`config.mk`:
```
export PLATFORM = sky130hd
export DESIGN_NAME = wb_port_arbiter_flat
export DESIGN_NICKNAME = d
export VERILOG_FILES = /design/src/rtl/wb_arb_pkg.sv /design/src/rtl/wb_port_arbiter_if.sv /design/src/rtl/mux4to1by32.sv /design/src/rtl/mux4to1by5.sv /design/src/rtl/rr_pick4.sv /design/src/rtl/wb_port_arbiter.sv /design/src/flat_wrapper.sv
export SDC_FILE = /design/constraint.sdc
export NUM_CORES = 1
export LEC_CHECK = 0
export ABC_AREA = 1
export CORE_MARGIN = 2
export CORE_UTILIZATION = 30
export DETAILED_ROUTE_END_ITERATION = 16
export HOLD_SLACK_MARGIN = 0.15
export PLACE_DENSITY = 0.71
export SLEW_MARGIN = 5
export SYNTH_ARGS = -nofsm -noshare
export SYNTH_HDL_FRONTEND = slang
export SYNTH_HIERARCHICAL = 1
export SYNTH_SLANG_ARGS = --single-unit
export TNS_END_PERCENT = 5
```
`constraint.sdc`:
```
create_clock -name clk -period 3.5 [get_ports clk]
set_clock_uncertainty 0.15 [all_clocks]
set_input_delay 0.7 -clock clk [delete_from_list [all_inputs] [get_ports clk]]
set_output_delay 0.7 -clock clk [all_outputs]
set_load 0.05 [all_outputs]
```
`src/rtl/wb_arb_pkg.sv`:
```
// rtl/wb_arb_pkg.sv - shared requester indices and constants for the write-back port arbiter
package wb_arb_pkg;

    localparam int          N_REQ    = 4;
    localparam logic [1:0]  REQ_ALU  = 2'd0;
    localparam logic [1:0]  REQ_FPU  = 2'd1;
    localparam logic [1:0]  REQ_LOAD = 2'd2;
    localparam logic [1:0]  REQ_MDU  = 2'd3;
    localparam logic [4:0]  ZERO_REG = 5'd0;

    function automatic logic multi_hot(input logic [N_REQ-1:0] v);
        return (v & (v - 4'd1)) != '0;
    endfunction

endpackage

```
`src/rtl/wb_port_arbiter_if.sv`:
```
// rtl/wb_port_arbiter_if.sv - requester/write-port bundle between execute producers and the arbiter
interface wb_port_arbiter_if #(
    parameter int DATA_W = 32,
    parameter int ADDR_W = 5
);
    import wb_arb_pkg::*;

    logic [N_REQ-1:0]  req;
    logic [ADDR_W-1:0] req_addr0;
    logic [ADDR_W-1:0] req_addr1;
    logic [ADDR_W-1:0] req_addr2;
    logic [ADDR_W-1:0] req_addr3;
    logic [DATA_W-1:0] req_data0;
    logic [DATA_W-1:0] req_data1;
    logic [DATA_W-1:0] req_data2;
    logic [DATA_W-1:0] req_data3;
    logic              wb_hold;
    logic [N_REQ-1:0]  gnt;
    logic [1:0]        sel;
    logic              conflict;
    logic              wr_en;
    logic [ADDR_W-1:0] wr_addr;
    logic [DATA_W-1:0] wr_data;

    modport master (
        output req, req_addr0, req_addr1, req_addr2, req_addr3,
               req_data0, req_data1, req_data2, req_data3, wb_hold,
        input  gnt, sel, conflict, wr_en, wr_addr, wr_data
    );

    modport slave (
        input  req, req_addr0, req_addr1, req_addr2, req_addr3,
               req_data0, req_data1, req_data2, req_data3, wb_hold,
        output gnt, sel, conflict, wr_en, wr_addr, wr_data
    );

endinterface

```
`src/rtl/mux4to1by32.sv`:
```
// rtl/mux4to1by32.sv - 4:1 multiplexer, 32-bit
module mux4to1by32 (
    input  logic [1:0]  s,
    input  logic [31:0] d0,
    input  logic [31:0] d1,
    input  logic [31:0] d2,
    input  logic [31:0] d3,
    output logic [31:0] y
);

    always_comb begin
        case (s)
            2'd0:    y = d0;
            2'd1:    y = d1;
            2'd2:    y = d2;
            default: y = d3;
        endcase
    end

endmodule

```
`src/rtl/mux4to1by5.sv`:
```
// rtl/mux4to1by5.sv - 4:1 multiplexer, 5-bit
module mux4to1by5 (
    input  logic [1:0] s,
    input  logic [4:0] d0,
    input  logic [4:0] d1,
    input  logic [4:0] d2,
    input  logic [4:0] d3,
    output logic [4:0] y
);

    always_comb begin
        case (s)
            2'd0:    y = d0;
            2'd1:    y = d1;
            2'd2:    y = d2;
            default: y = d3;
        endcase
    end

endmodule

```
`src/rtl/rr_pick4.sv`:
```
// rtl/rr_pick4.sv - combinational 4-way rotating-priority picker (one-hot grant + encoded index)
module rr_pick4
    import wb_arb_pkg::*;
(
    input  logic [N_REQ-1:0] req,
    input  logic [1:0]       ptr,
    input  logic             hold,
    output logic [N_REQ-1:0] gnt,
    output logic [1:0]       sel,
    output logic             valid
);

    logic [1:0] idx;

    always_comb begin
        gnt   = '0;
        sel   = 2'd0;
        valid = 1'b0;
        idx   = ptr;
        if (!hold) begin
            // Scan ptr, ptr+1, ... mod 4; the first set request wins.
            for (int k = 0; k < N_REQ; k++) begin
                idx = ptr + 2'(k);
                if (!valid && req[idx]) begin
                    gnt[idx] = 1'b1;
                    sel      = idx;
                    valid    = 1'b1;
                end
            end
        end
    end

endmodule

```
`src/rtl/wb_port_arbiter.sv`:
```
// rtl/wb_port_arbiter.sv - round-robin arbiter for the shared register-file write port
// Define WBARB_FIXED_PRIO_EN for fixed priority ALU > FPU > LOAD > MDU.
module wb_port_arbiter
    import wb_arb_pkg::*;
#(
    parameter int DATA_W = 32,
    parameter int ADDR_W = 5
) (
    input  logic               clk,
    input  logic               reset,
    wb_port_arbiter_if.slave   bus
);

    logic [1:0]        ptr;
    logic [1:0]        last_sel;
    logic [1:0]        pick_sel;
    logic [N_REQ-1:0]  pick_gnt;
    logic              pick_valid;
    logic [ADDR_W-1:0] mux_addr;
    logic [DATA_W-1:0] mux_data;
    logic              wr_en_q;
    logic [ADDR_W-1:0] wr_addr_q;
    logic [DATA_W-1:0] wr_data_q;

    // Reset masks grants the same way hold does.
    rr_pick4 u_pick (
        .req   (bus.req),
        .ptr   (ptr),
        .hold  (bus.wb_hold | reset),
        .gnt   (pick_gnt),
        .sel   (pick_sel),
        .valid (pick_valid)
    );

    assign bus.gnt      = pick_gnt;
    assign bus.sel      = pick_valid ? pick_sel : last_sel;
    assign bus.conflict = multi_hot(bus.req) & ~bus.wb_hold & ~reset;

    mux4to1by5 u_addr_mux (
        .s  (bus.sel),
        .d0 (bus.req_addr0),
        .d1 (bus.req_addr1),
        .d2 (bus.req_addr2),
        .d3 (bus.req_addr3),
        .y  (mux_addr)
    );

    mux4to1by32 u_data_mux (
        .s  (bus.sel),
        .d0 (bus.req_data0),
        .d1 (bus.req_data1),
        .d2 (bus.req_data2),
        .d3 (bus.req_data3),
        .y  (mux_data)
    );

    always_ff @(posedge clk or posedge reset) begin
        if (reset) begin
            wr_en_q   <= 1'b0;
            wr_addr_q <= '0;
            wr_data_q <= '0;
            last_sel  <= 2'd0;
        end else begin
            wr_en_q <= 1'b0;
            if (pick_valid) begin
                // $zero writes are consumed (granted) but never reach the file.
                wr_en_q   <= (mux_addr != ADDR_W'(ZERO_REG));
                wr_addr_q <= mux_addr;
                wr_data_q <= mux_data;
                last_sel  <= pick_sel;
            end
        end
    end

`ifdef WBARB_FIXED_PRIO_EN
    assign ptr = REQ_ALU;
`else
    always_ff @(posedge clk or posedge reset) begin
        if (reset) begin
            ptr <= REQ_ALU;
        end else if (pick_valid) begin
            ptr <= pick_sel + 2'd1;
        end
    end
`endif

    assign bus.wr_en   = wr_en_q;
    assign bus.wr_addr = wr_addr_q;
    assign bus.wr_data = wr_data_q;

endmodule

```
`src/flat_wrapper.sv`:
```
// flat-port wrapper written by rule: the top's interface ports become plain ports
module wb_port_arbiter_flat import wb_arb_pkg::*;
#(
    parameter int DATA_W = 32,
    parameter int ADDR_W = 5
)
  (clk, reset, bus_req, bus_req_addr0, bus_req_addr1, bus_req_addr2, bus_req_addr3, bus_req_data0, bus_req_data1, bus_req_data2, bus_req_data3, bus_wb_hold, bus_gnt, bus_sel, bus_conflict, bus_wr_en, bus_wr_addr, bus_wr_data);
  wb_port_arbiter_if #(.DATA_W(DATA_W), .ADDR_W(ADDR_W)) bus_i ();
  input  logic clk;
  input  logic reset;
  input wire logic [$bits(bus_i.req)-1:0] bus_req;
  input wire logic [$bits(bus_i.req_addr0)-1:0] bus_req_addr0;
  input wire logic [$bits(bus_i.req_addr1)-1:0] bus_req_addr1;
  input wire logic [$bits(bus_i.req_addr2)-1:0] bus_req_addr2;
  input wire logic [$bits(bus_i.req_addr3)-1:0] bus_req_addr3;
  input wire logic [$bits(bus_i.req_data0)-1:0] bus_req_data0;
  input wire logic [$bits(bus_i.req_data1)-1:0] bus_req_data1;
  input wire logic [$bits(bus_i.req_data2)-1:0] bus_req_data2;
  input wire logic [$bits(bus_i.req_data3)-1:0] bus_req_data3;
  input wire logic [$bits(bus_i.wb_hold)-1:0] bus_wb_hold;
  output wire logic [$bits(bus_i.gnt)-1:0] bus_gnt;
  output wire logic [$bits(bus_i.sel)-1:0] bus_sel;
  output wire logic [$bits(bus_i.conflict)-1:0] bus_conflict;
  output wire logic [$bits(bus_i.wr_en)-1:0] bus_wr_en;
  output wire logic [$bits(bus_i.wr_addr)-1:0] bus_wr_addr;
  output wire logic [$bits(bus_i.wr_data)-1:0] bus_wr_data;
  assign bus_i.req = bus_req;
  assign bus_i.req_addr0 = bus_req_addr0;
  assign bus_i.req_addr1 = bus_req_addr1;
  assign bus_i.req_addr2 = bus_req_addr2;
  assign bus_i.req_addr3 = bus_req_addr3;
  assign bus_i.req_data0 = bus_req_data0;
  assign bus_i.req_data1 = bus_req_data1;
  assign bus_i.req_data2 = bus_req_data2;
  assign bus_i.req_data3 = bus_req_data3;
  assign bus_i.wb_hold = bus_wb_hold;
  assign bus_gnt = bus_i.gnt;
  assign bus_sel = bus_i.sel;
  assign bus_conflict = bus_i.conflict;
  assign bus_wr_en = bus_i.wr_en;
  assign bus_wr_addr = bus_i.wr_addr;
  assign bus_wr_data = bus_i.wr_data;
  wb_port_arbiter #(.DATA_W(DATA_W), .ADDR_W(ADDR_W)) u_core (.clk(clk), .reset(reset), .bus(bus_i));
endmodule
```
# == Word-level counts from Yosys, hierarchy flattened ==
# Cells that the tools add are included.
# totals
input_bits,155
wordCells,83
ff_bits,42
output_inout_bits,45
# classes
bitwise_logic,9
reduce_logical,13
magnitude_cmp,8
addsub,5
eq_ne,2
n_mux,41
# ops
cell,n
$pmux 32 s3,1
$mux 4,8
$mux 1,17
$pmux 5 s3,1
$lt 2x3->1 const B,4
$mux 2,6
$or 4x4->4,3
$bmux 1 s2,4
$demux 1 s2,4
$ge 2x1->1 const B,4
$logic_and 1x1->1,7
$reduce_bool 5->1,1
$add 2x1->2 const B,2
$add 2x2->2 const B,2
$and 4x4->4,1
$reduce_bool 4->1,1
$sub 4x1->4 const B,1
$logic_not 1->1,3
$and 1x1->1,2
$eq 2x1->1 const B,1
$eq 2x2->1 const B,1
$logic_not 2->1,1
$not 1->1,2
$or 1x1->1,1

# == Logic depth before layout (Yosys ltp) ==
# logic_depth
word_depth,21
depth_mapped,20

# == Modules after synthesis ==
# The synthesis kept the hierarchy.
# by_module_without_submodules
mod,n_inst,cells_per_inst,area_each_um2,seq_area_each_um2
wb_port_arbiter,1,191,1637.8,1051.0
mux4to1by32,1,186,1078.5,0.0
rr_pick4,1,92,511.7,0.0
mux4to1by5,1,30,161.4,0.0

# == Least setup slack after synthesis ==
# Ideal clock, no wire load.
# synth_path
kind,reg-to-reg
startpoint,reg u_core.ptr[0]
endpoint,reg u_core.wr_en_q (netlist: u_core/bus.wr_en)
slack_ns,0.193
setup_ns,0.113
path_stages_with_launch,21
t_arrival_ns,3.044
required_time_ns,3.237
cell_sequence,dfrtp_1 inv_2 ha_1 inv_1 nand2_1 nand2_2 nor2_4 nand2_2 o21ai_1 inv_1 inv_2 buf_2 nand2_1 nand2_1 inv_1 nand3_1 nand4_1 nor2_1 nand3_1 nand2_1 inv_1
# synth_between
elab_chain_len,21
word_cells_on_any_way,37
classes_between,3 x add/sub; 2 x eq/ne; 24 x mux; 8 x reduce/logical
# synth_lines
item,line,source
start: declaration,wb_port_arbiter.sv:14,logic [1:0] ptr;
start signal: assignment,wb_port_arbiter.sv:82,ptr <= pick_sel + 2'd1;
$bmux 1 s2,rr_pick4.sv:24,if (!valid && req[idx]) begin
$mux 1 (not written as such),rr_pick4.sv:24,
$mux 1,rr_pick4.sv:24,
$mux 1,rr_pick4.sv:20,if (!hold) begin
$logic_not 1->1,rr_pick4.sv:24,
$logic_and 1x1->1,rr_pick4.sv:24,
$mux 1,rr_pick4.sv:24,
$mux 1,rr_pick4.sv:20,
(+8 left out),n/a,
named net u_core.pick_valid,wb_port_arbiter.sv:18,logic pick_valid;
$mux 2 (*),n/a,
named net bus_sel[1],flat_wrapper.sv:22,output wire logic [$bits(bus_i.sel)-1:0] bus_sel;
"$eq 2x2->1, or another cell as far along",mux4to1by5.sv:12,case (s)
$pmux 5 s3 (*),mux4to1by5.sv:12,
named net u_core.mux_addr[2],wb_port_arbiter.sv:19,logic [ADDR_W-1:0] mux_addr;
$reduce_bool 5->1 (*),wb_port_arbiter.sv:67,wr_en_q <= (mux_addr != ADDR_W'(ZERO_REG));
$mux 1 (*),wb_port_arbiter.sv:65,if (pick_valid) begin
end signal: assignment,wb_port_arbiter.sv:67,
end: declaration,wb_port_arbiter.sv:21,logic wr_en_q;
# The timed path passes the listed nets; every way through them passes the cells marked *. The select of a mux whose other input is x is not followed.
# A chain may end at the register's enable or synchronous reset.

# == Worst setup path in the final report ==
# layout_path
startpoint,in bus_req[1]
endpoint,out bus_sel[1]
# layout_between
elab_chain_len,17
word_cells_on_any_way,28
classes_between,22 x mux; 6 x reduce/logical
# layout_lines
item,line,source
start: declaration,flat_wrapper.sv:11,input wire logic [$bits(bus_i.req)-1:0] bus_req;
$bmux 1 s2,rr_pick4.sv:24,
$mux 1 (not written as such),rr_pick4.sv:24,
$mux 1,rr_pick4.sv:24,
$mux 1,rr_pick4.sv:20,
$logic_not 1->1,rr_pick4.sv:24,
$logic_and 1x1->1,rr_pick4.sv:24,
$mux 1,rr_pick4.sv:24,
$mux 1,rr_pick4.sv:20,
(+2 left out),n/a,
$mux 1,rr_pick4.sv:24,
$mux 1,rr_pick4.sv:20,
$logic_not 1->1,rr_pick4.sv:24,
$logic_and 1x1->1,rr_pick4.sv:24,
$mux 1 (*),rr_pick4.sv:24,
$mux 1 (*),rr_pick4.sv:20,
named net u_core.pick_valid,wb_port_arbiter.sv:18,
$mux 2 (*),n/a,
end: declaration,flat_wrapper.sv:22,
# Marked as above.

==> impl_metrics.py <==
metrics = {
    "route": {
        "wl_um": 12400,
        "number_of_detailed_route_iterations_in_the_first_pass": 5,
        "drt-vias-per-instance": 4.99,
        "drt-wirelength-per-cell_um": 14.9,
        "drc_errors": 0,
        "first_iter_violations": 230,
        "detailed_route_via_count": 4148,
        "final_antenna_net_count": 0,
    },
    "setup_path": {
        "cp-start-kind": "input port",
        "critical_path_class": "input port to output port",
        "arrival_ns": 2.47,
        "critPathMaxStageDelay_ns": 0.48,
        "cp_data_required_time_ns": 2.65,
        "timing.rr.end": "u_core/bus.wr_en",
        "crit_fanout": 6,
        "worstPathCellList": "clkdlybuf4s50_1 > inv_1 > nand2_1 > nand3_2 > nand2_4 > nor2_4 > nand2_2 > o21ai_1 > inv_1 > inv_2 > nand2_1 > nand2_2 > buf_12",
        "worstReg2RegStart": "u_core/ptr[1]",
        "crit_slowest_cell": "sky130_fd_sc_hd__clkdlybuf4s50_1",
        "r2r.worst_path.cells": 20,
        "end_kind": "output port",
        "ff2ff_setup_slack_ns": 0.53,
    },
    "logic_synthesis": {
        "post_synth_cell_types": 24,
        "synthesis.nets": 661,
        "area_of_the_mapped_netlist_um2": 3390,
        "synth_area_leader_cell": "sky130_fd_sc_hd__dfrtp_1",
        "synth.top_cells.by_area": "sky130_fd_sc_hd__dfrtp_1, sky130_fd_sc_hd__nand2_1, sky130_fd_sc_hd__nand3_1",
        "synthArstFlopShare_pct": 100,
        "ys_seq_elements": 42,
        "yosys_warnings": 6,
        "synthesis.area_per_instance_um2": 6.79,
        "synth_top_flop_cell": "sky130_fd_sc_hd__dfrtp_1",
        "cells_after_synthesis": 499,
        "post-synth-top-area-fraction_pct": 31.0,
        "synth-edff-count": 0,
        "seq_area_frac_synth_pct": 31.0,
    },
    "placed_design": {
        "dpl.cell_count": 824,
        "place_hpwl_um": 9740,
        "buffer_ports.inserted": 199,
        "dpl-instance-area_um2": 5520,
        "place_congestion": 0.944,
    },
    "floorplanning": {
        "placement_rows": 38,
        "design.die.area_um2": 12200,
        "chipWidth_um": 110,
        "io-pin-count": 200,
        "floorplan.initialDensity_pct": 31.0,
        "die_h_um": 110,
        "fp.coreArea_um2": 10900,
    },
    "min_path": {
        "worst_hold_start": "u_core/bus.wr_data[29]",
        "worstHoldPathType": "register to register",
        "hold_path_end": "u_core/bus.wr_data[29]",
        "min_delay_path_depth": 2,
    },
    "sta": {
        "max_freq_mhz": 301,
        "timing.final.hold_violations": 0,
        "timing_max_transition_violations_final": 0,
        "grt_setup_unrepaired": "false",
        "setup_violations": 0,
        "timing.slew.headroom_pct": 39.5,
        "finalCriticalPeriod_ns": 3.32,
        "final_min_period_over_clock_period_pct": 94.9,
        "setup-tns-final_ns": 0,
        "max_slew.worst_pin.slew_ns": 0.907,
        "fin_hold_ws_ns": 0.320,
    },
    "pwr": {
        "power.ir.vdd_worst_uv": 323,
        "power_density_nw_per_um2": 842,
        "leakage_nw": 2.57,
    },
    "flow_run": {
        "timing.max_cap.violations": 0,
    },
    "final_layout": {
        "filler_cell_count_in_the_final_layout": 1055,
        "fin_util_pct": 52.0,
        "layout.cells.most_common_list": "sky130_fd_sc_hd__clkdlybuf4s50_1, sky130_fd_sc_hd__nand2_1, sky130_fd_sc_hd__nand3_1, sky130_fd_sc_hd__dfrtp_1, sky130_fd_sc_hd__nand4_1",
        "drive_above_1_share_pct": 9.68,
        "syn_to_final_growth_pct": 67.9,
        "final-instance-count-excl-fill": 832,
        "nets": 853,
        "diodes": 0,
        "final_area_um2": 5690,
        "most_common_cell_after_layout_fill_and_taps_aside": "sky130_fd_sc_hd__clkdlybuf4s50_1",
    },
    "clocking": {
        "htree_levels": 2,
        "cts.path.max_buffers": 2,
        "cts_made_buffers": 5,
        "clock_sinks": 42,
        "clockRootBuffer": "sky130_fd_sc_hd__clkbuf_16",
        "insertion_delay_ns": 0.28,
        "clock_tree_from_tritoncts": "built",
        "post-cts-setup-buffer-count": 0,
        "clk_pin_slew_ns": 0.06,
    },
    "run_status": {
        "run_status": "completed",
    },
    "global_route": {
        "antenna_found_initial": 0,
        "globalRouteTotalUtil_pct": 20.2,
        "global_route.overflow_total": 0,
        "grt_pass1_vias": 3946,
        "grt_start_max_net_pins": 47,
        "grt_pass1_wl_um": 19400,
    },
}
==> worst max-delay path by stage <==
| stage | startpoint | endpoint | cells after the start | slack, ns |
|---|---|---|---|---|
| finish | bus_req[1] | bus_sel[1] | 13 | 0.18 |
| global route | bus_req[3] | bus_sel[1] | 13 | 0.02 |
| CTS | bus_req[1] | bus_sel[1] | 13 | 0.17 |
| detailed placement | bus_req[1] | u_core/bus.wr_data[20] | 17 | -0.07 |
| global placement | bus_req[3] | u_core/bus.wr_data[13] | 17 | 0.03 |
| floorplan | u_core/ptr[0] | u_core/bus.wr_en | 20 | 0.19 |
==> cell usage after synthesis, types with 2 or more instances <==
library cell and n:
sky130_fd_sc_hd__buf_6 7, sky130_fd_sc_hd__nand3_1 116, sky130_fd_sc_hd__buf_4 7, sky130_fd_sc_hd__a21boi_0 4, sky130_fd_sc_hd__a21oi_1 4, sky130_fd_sc_hd__buf_8 5, sky130_fd_sc_hd__nor2_1 7, sky130_fd_sc_hd__ha_1 7
sky130_fd_sc_hd__nor2_2 3, sky130_fd_sc_hd__nand2_1 188, sky130_fd_sc_hd__nand2_2 7, sky130_fd_sc_hd__inv_1 22, sky130_fd_sc_hd__dfrtp_1 42, sky130_fd_sc_hd__nand4_1 41, sky130_fd_sc_hd__inv_2 5, sky130_fd_sc_hd__o21ai_1 2
sky130_fd_sc_hd__nand3_2 12, sky130_fd_sc_hd__buf_2 14
==> power by group <==
| part | internal (W) | switching, W | total, W |
|---|---|---|---|
| registers | 0.000708 | 0.000137 | 0.000845 |
| clock network | 0.000323 | 0.000181 | 0.000504 |
| logic | 0.00121 | 0.00223 | 0.00345 |
==> layout make-up <==
class	instances	area, um2	share of cell area [%]
Timing Repair Buffer	219	2250	39.5
Multi-Input combinational cell	396	1950	34.2
Tap cell	140	175	3.08
Sequential cell	42	1050	18.5
Clock buffer	8	166	2.92
Inverter	27	104	1.82
==> sequential cells by signal, indices dropped and copies added (netlist names) <==
| signal | count |
|---|---|
| u_core/bus.wr_data | 32 |
| u_core/last_sel | 2 |
| u_core/ptr | 2 |
| u_core/bus.wr_en | 1 |
| u_core/bus.wr_addr | 5 |
==> critical path, delay by kind of cell <==
kind	cells	cell delay, ns
compound gates	1	0.16
buf+inv	5	0.92
simple gates	7	0.69
==> routing by layer <==
metal,up-vias,track usage [%],part of all wire [%]
met5,-,0,0
met4,0,6.34,2.1
met3,25,3.23,7.8
met2,191,34.2,47
met1,1877,26.5,43
li1,2055,-,-
==> what timing repair did <==
item                                    4_1_cts  5_1_grt
hold buffers                                  0        0
gates resized for setup                       0        2
endpoints found under the hold margin         0        0
endpoints found under the setup margin        0        8
==> kinds of logic (layout without fill, tap and decap cells) <==
kind of cell | Yosys count | count (layout) | synth area share [%]
flip-flops | 42 | 42 | 31.0
adder cells (fa/ha/maj) | 7 | 7 | 2.58
AND/OR/NAND/NOR | 377 | 377 | 52.5
AO/OA/AOI/OAI | 12 | 12 | 2.14
buffers and inverters | 61 | 254 | 11.7
==> stage by stage <==
stage               total power [W]  setup slack, ns
global route                0.00513           0.0152
finish                      0.00479            0.179
detailed placement          0.00429          -0.0687
global placement            0.00424           0.0274
floorplan                   0.00319            0.193
CTS                         0.00481            0.171
No activity file was read; power rests on OpenSTA's default activity.
